--- config.mk ---
export PLATFORM = sky130hd
export DESIGN_NAME = pcc_stream_acc
export DESIGN_NICKNAME = d
export VERILOG_FILES = /design/src/rtl/pcc_stream_acc.sv
export SDC_FILE = /design/constraint.sdc
export NUM_CORES = 1
export LEC_CHECK = 0
export ABC_AREA = 1
export BUFFER_PORTS_ARGS = -buffer_cell sky130_fd_sc_hd__buf_2
export CORE_MARGIN = 2
export CORE_UTILIZATION = 30
export DETAILED_ROUTE_END_ITERATION = 7
export GPL_TIMING_DRIVEN = 0
export PLACE_DENSITY = 0.49
export SKIP_LAST_GASP = 1
export SYNTH_ARGS = -nofsm -noshare
export SYNTH_HDL_FRONTEND = slang
export SYNTH_SLANG_ARGS = --single-unit
--- constraint.sdc ---
create_clock -name clk -period 9.1 [get_ports clk]
set_clock_uncertainty 0.2 [all_clocks]
set_input_delay 1.82 -clock clk [delete_from_list [all_inputs] [get_ports clk]]
set_output_delay 1.82 -clock clk [all_outputs]
set_load 0.03 [all_outputs]
--- src/rtl/pcc_stream_acc.sv ---
`default_nettype none
// ============================================================================
//  Module      : pcc_stream_acc
//  Description : Streaming popcount-compare accumulator. Each accepted beat
//                contributes popcount(in_pos) - popcount(in_neg) to a signed
//                frame sum seeded with BIAS. A frame closes after BEATS beats
//                or on a transferred in_last. One registered decision
//                (sum >= 0) is emitted per frame over a valid/ready handshake.
//  Revision    : 1.0 - initial release
// ----------------------------------------------------------------------------
//  Parameters
//    POS_W     positive-input bits per beat (>= 1)
//    NEG_W     negative-input bits per beat (>= 1)
//    BEATS     maximum beats per frame (>= 1)
//    BIAS      signed constant added once per frame to the positive side
//    DW        signed accumulator / result width (derived by default)
//  Ports
//    clk, rst              clock, synchronous active-high reset
//    in_valid/in_ready     beat handshake
//    in_pos, in_neg        beat payload
//    in_last               beat closes the frame early
//    out_valid/out_ready   result handshake
//    out_val               decision: out_diff >= 0
//    out_diff              signed frame sum
//    out_beats             number of beats in the reported frame
// ============================================================================
module pcc_stream_acc #(
    parameter int POS_W = 6,
    parameter int NEG_W = 9,
    parameter int BEATS = 4,
    parameter int BIAS  = 0,
    parameter int DW    = $clog2(BEATS * ((POS_W > NEG_W) ? POS_W : NEG_W)
                                 + ((BIAS < 0) ? -BIAS : BIAS) + 1) + 1
) (
    input  logic                          clk,
    input  logic                          rst,
    input  logic                          in_valid,
    output logic                          in_ready,
    input  logic [POS_W-1:0]              in_pos,
    input  logic [NEG_W-1:0]              in_neg,
    input  logic                          in_last,
    output logic                          out_valid,
    input  logic                          out_ready,
    output logic                          out_val,
    output logic signed [DW-1:0]          out_diff,
    output logic [$clog2(BEATS+1)-1:0]    out_beats
);

    // Beat counter needs at least one bit even when BEATS == 1.
    localparam int c_CNT_W = (BEATS > 1) ? $clog2(BEATS) : 1;
    localparam int c_OB_W  = $clog2(BEATS + 1);

    localparam logic [c_CNT_W-1:0] c_CNT_LAST = c_CNT_W'(BEATS - 1);
    localparam logic signed [DW-1:0] c_BIAS   = DW'(BIAS);

    // ------------------------------------------------------------------------
    // State
    // ------------------------------------------------------------------------
    logic signed [DW-1:0]   r_acc;
    logic [c_CNT_W-1:0]     r_cnt;
    logic                   r_out_valid;
    logic                   r_out_val;
    logic signed [DW-1:0]   r_out_diff;
    logic [c_OB_W-1:0]      r_out_beats;

    // ------------------------------------------------------------------------
    // Per-beat popcount difference
    // ------------------------------------------------------------------------
    logic [DW-1:0]          w_pc_pos;
    logic [DW-1:0]          w_pc_neg;
    logic signed [DW-1:0]   w_d;
    logic signed [DW-1:0]   w_sum;

    always_comb begin
        w_pc_pos = '0;
        for (int i = 0; i < POS_W; i++) begin
            w_pc_pos = w_pc_pos + DW'(in_pos[i]);
        end
    end

    always_comb begin
        w_pc_neg = '0;
        for (int i = 0; i < NEG_W; i++) begin
            w_pc_neg = w_pc_neg + DW'(in_neg[i]);
        end
    end

    // Both popcounts are non-negative and fit well inside DW, so the
    // two's-complement difference is exact.
    assign w_d   = $signed(w_pc_pos) - $signed(w_pc_neg);
    assign w_sum = r_acc + w_d;

    // ------------------------------------------------------------------------
    // Handshake
    // ------------------------------------------------------------------------
    logic w_xfer;
    logic w_close;
    logic w_consume;

    // Ready depends only on the output register and out_ready: an unconsumed
    // result stalls every beat, so it can never be overwritten.
    assign in_ready  = !r_out_valid || out_ready;
    assign w_xfer    = in_valid && in_ready;
    assign w_close   = w_xfer && ((r_cnt == c_CNT_LAST) || in_last);
    assign w_consume = r_out_valid && out_ready;

    // ------------------------------------------------------------------------
    // Accumulator and beat counter
    // ------------------------------------------------------------------------
    always_ff @(posedge clk) begin
        if (rst) begin
            r_acc <= c_BIAS;
            r_cnt <= '0;
        end else if (w_close) begin
            r_acc <= c_BIAS;
            r_cnt <= '0;
        end else if (w_xfer) begin
            r_acc <= w_sum;
            r_cnt <= r_cnt + c_CNT_W'(1);
        end
    end

    // ------------------------------------------------------------------------
    // Output register
    // ------------------------------------------------------------------------
    // A closing transfer has priority over a consume so that a result taken
    // in the same cycle a new frame closes is replaced without a bubble.
    always_ff @(posedge clk) begin
        if (rst) begin
            r_out_valid <= 1'b0;
            r_out_val   <= 1'b0;
            r_out_diff  <= '0;
            r_out_beats <= '0;
        end else if (w_close) begin
            r_out_valid <= 1'b1;
            r_out_val   <= !w_sum[DW-1];
            r_out_diff  <= w_sum;
            r_out_beats <= c_OB_W'(r_cnt) + c_OB_W'(1);
        end else if (w_consume) begin
            r_out_valid <= 1'b0;
        end
    end

    assign out_valid = r_out_valid;
    assign out_val   = r_out_val;
    assign out_diff  = r_out_diff;
    assign out_beats = r_out_beats;

endmodule
`default_nettype wire
==> metrics.log <==
INFO  metric grtUsageMet3 = 2.44%
INFO  metric post_synth_inst_count = 216
INFO  metric post_synth_xor_area_fraction = ~1.1%
INFO  metric layout.filler_cells = 564
INFO  metric synth_simple_gate_area_share = about a quarter
INFO  metric grt_pass1_wl = 5560 um
INFO  metric synth_most_common_cell = sky130_fd_sc_hd__nand2_1
INFO  metric gates_resized_cts_repair = 0
INFO  metric critPathLaunchType = primary input
INFO  metric report.final.slew_viol_count = 0
INFO  metric grt_usage = 11.3%
INFO  metric design.die.area = 0.00603 mm^2
INFO  metric cts.repair_timing.setup_buffer_count = 0
INFO  metric r2r_start = r_acc[3]
INFO  metric layout_worst_path_cycle_share = slightly above 70%
INFO  metric synth_top_family_by_area = adder cells
INFO  metric fmaxAchievable = 156 MHz
INFO  metric vias = around 1300
INFO  metric drc = 0
INFO  metric p_per_area = 398 mW/mm^2
INFO  metric asyncSetResetFlopFracSynth = 0%
INFO  metric fin_tns_setup = 0 ns
INFO  metric max-cap-violations = 0
INFO  metric tritoncts = yes
INFO  metric max-clock-path-buffers = 2
INFO  metric worst-r2r-setup-slack = 4.88 ns
INFO  metric number_of_enable_flip_flop_cells_after_synthesis = 0
INFO  metric worst_slew_margin_rel = 81.5%
INFO  metric routabilityCongestion = slightly below 0.8
INFO  metric rsz0062_at_grt = false
INFO  metric synthTopCellsByArea = sky130_fd_sc_hd__dfxtp_1 (26%), sky130_fd_sc_hd__fa_1 (18%), sky130_fd_sc_hd__nand2_1 (16%), sky130_fd_sc_hd__inv_1 (11%), sky130_fd_sc_hd__ha_1 (9.2%)
INFO  metric antenna_found_initial = 0
INFO  metric worstPathMaxFanout = 2
INFO  metric yosysUniqueCellTypes = 24
INFO  metric grt_max_degree = 12
INFO  metric netlist.top_cell.by_area = sky130_fd_sc_hd__dfxtp_1
INFO  metric yosys_warnings = 0
INFO  metric port-buffer-count = 32
INFO  metric fraction_of_final_layout_cells_with_drive_strength_greater_than_1 = 19.0%
INFO  metric worst_r2r_endpoint = r_acc[4]
INFO  metric post_dp_cell_area = 0.00188 mm^2
INFO  metric post_synth_instance_area = 0.00163 mm^2
INFO  metric syn-num-nets = 263
INFO  metric grt_max_usage_layer = met2
INFO  metric drt_total_wl = 2990 um
INFO  metric viasPerCell = 4.14
INFO  metric finalCriticalPeriod = 6.42 ns
INFO  metric cts.sinks = 21
INFO  metric fraction_of_the_mapped_netlist_area_in_compound_gates = 8.46%
INFO  metric vdd.ir_drop.worst = around 0.00014 V
INFO  metric result_of_the_run = complete, no violations
INFO  metric tightestPinTransition = 0.277 ns
INFO  metric htree_num_levels = 1
INFO  metric cp.arrival = 6.38 ns
INFO  metric avgSynthCellArea = 7.54 um^2
INFO  metric clk-insertion-delay-late = approximately 0.25 ns
INFO  metric number_of_antenna_repair_diodes = 0
INFO  metric min_path_cells = 2
INFO  metric die_ht = 77.7 um
INFO  metric final_area = 0.00192 mm^2
INFO  metric drt-pass1-iter-count = 4
INFO  metric rows = 26
INFO  metric groute.layer.met2.usage = 19.2%
INFO  metric global_route.overflow_total = 0
INFO  metric drtIter0Drc = 46
INFO  metric worst_reg_to_reg_path_cell_count = 15
INFO  metric number_of_clock_buffers_inserted_by_tritoncts = 3
INFO  metric average_detailed_routed_wire_length_per_instance = 9.30 um
INFO  metric crit_required = about 9 ns
INFO  metric yosys_most_used_dff = sky130_fd_sc_hd__dfxtp_1
INFO  metric via_count_of_the_first_global_routing_pass = 1290
INFO  metric p_leak = 1.07 nW
INFO  metric synth.top_cell.area_share = 25.8%
INFO  metric synth.top_cells.by_count = sky130_fd_sc_hd__nand2_1 (70), sky130_fd_sc_hd__inv_1 (47), sky130_fd_sc_hd__dfxtp_1 (21)
INFO  metric die_w = approximately 78 um
INFO  metric clock_tree.root_cell = sky130_fd_sc_hd__clkbuf_8
INFO  metric timing.final.setup_violations = 0
INFO  metric boundaryPins = 33
INFO  metric critPathKind = in2reg
INFO  metric finalNetCount = 300
INFO  metric share_of_the_yosys_chip_area_belonging_to_registers = 25.8%
INFO  metric detailedPlacementHpwl = 2470 um
INFO  metric hold_start = out_beats[1]
INFO  metric cts.hold.buffers_added = 0
INFO  metric postRouteAntennaNets = 0
INFO  metric ys_seq_elements = 21
INFO  metric worst_hold_path.endpoint = out_beats[1]
INFO  metric flow.area_growth_from_synthesis = 18.0%
INFO  metric fp.coreArea = a little over 0.005 mm^2
INFO  metric global_route.usage.met1 = 14.7%
INFO  metric clk_pin_slew = 0.07 ns
INFO  metric hold_path_class = reg2reg
INFO  metric muxShareOfSynthArea = 0%
INFO  metric final_hold_viol_count = 0
INFO  metric start_util = 31.5%
INFO  metric post_synth_fa_ha_maj_area_fraction = ~28%
INFO  metric endpoint_kind = flip-flop
## layout by cell type (no fill, tap or decap), drive strengths merged
master,n
fa,15
nand3,12
ha,12
a21oi,14
xor2,1
or2,3
nand2,71
o21ai,5
buf,34
a21boi,1
nor2,4
nand3b,1
inv,52
o211ai,1
dfxtp,21
xnor2,1
clkbuf,4
## sequential cells by signal, summed over array words and instances, names as in the netlist
register   count
out_val        1
out_diff       7
r_acc          7
r_cnt          2
out_beats      3
out_valid      1
## metal layers
layer | vias to the layer above | wire (um)
li1 | 724 | -
met5 | - | 0
met3 | 2 | 75
met4 | 0 | 23
met2 | 14 | 1380
met1 | 592 | 1520
## how the worst max path moves through the flow
stage                    from        to  slack [ns]  depth (start not counted)
detailed placement  in_pos[0]  r_acc[4]        2.39                         21
CTS                 in_pos[0]  r_acc[4]        2.67                         21
floorplan           in_pos[0]  r_acc[4]        2.73                         20
global placement    in_pos[0]  r_acc[4]        2.39                         21
global route        in_pos[0]  r_acc[4]        2.44                         21
finish              in_pos[0]  r_acc[4]        2.68                         21
## kinds of logic (layout without fill, tap and decap cells)
| group | Yosys count | count (layout) |
|---|---|---|
| XOR/XNOR | 2 | 2 |
| buffers and inverters | 54 | 90 |
| AO/OA/AOI/OAI | 21 | 21 |
| AND/OR/NAND/NOR | 91 | 91 |
| flip-flops | 21 | 21 |
| adder cells (fa/ha/maj) | 27 | 27 |
## through the flow
stage               hold WS (ns)  worst slack (ns)  utilization (%)  total power, mW  std cells
finish                     0.243              2.68             37.1            0.765        322
global route               0.269              2.44             37.1            0.887        322
CTS                        0.247              2.67             37.1            0.783        322
detailed placement         0.229              2.39             36.3            0.718        318
global placement           0.228              2.39             36.3            0.718        318
floorplan                  0.242              2.73                -            0.599        216
## power breakdown
group | internal, mW | switching [mW]
combinational | 0.231 | 0.345
clock | 0.0311 | 0.0286
sequential | 0.115 | 0.0145
total | 0.377 | 0.388
## worst max-delay path, stage by stage
cell	delay, ns
sky130_fd_sc_hd__buf_2	0.11
sky130_fd_sc_hd__fa_1	0.52
sky130_fd_sc_hd__inv_1	0.05
sky130_fd_sc_hd__fa_1	0.48
sky130_fd_sc_hd__inv_1	0.04
sky130_fd_sc_hd__ha_1	0.18
sky130_fd_sc_hd__fa_1	0.47
sky130_fd_sc_hd__inv_1	0.05
sky130_fd_sc_hd__fa_1	0.47
sky130_fd_sc_hd__inv_1	0.05
sky130_fd_sc_hd__fa_1	0.47
sky130_fd_sc_hd__inv_1	0.05
sky130_fd_sc_hd__fa_1	0.52
sky130_fd_sc_hd__fa_1	0.46
sky130_fd_sc_hd__inv_1	0.10
sky130_fd_sc_hd__nand3_1	0.07
sky130_fd_sc_hd__nand2_1	0.08
sky130_fd_sc_hd__xor2_1	0.22
sky130_fd_sc_hd__nand2_1	0.08
sky130_fd_sc_hd__nand2_1	0.07
sky130_fd_sc_hd__inv_1	0.03
## final cells by class
class	count	area, um^2	share of cell area (%)
clock buffer	4	45.0	2.35
sequential	21	420	21.9
multi-input combinational	141	988	51.5
inverter	52	200	10.4
tap	70	87.6	4.56
timing repair buffer	32	160	8.34
buffer	2	18.8	0.977
Power figures use the tool's default switching activity.
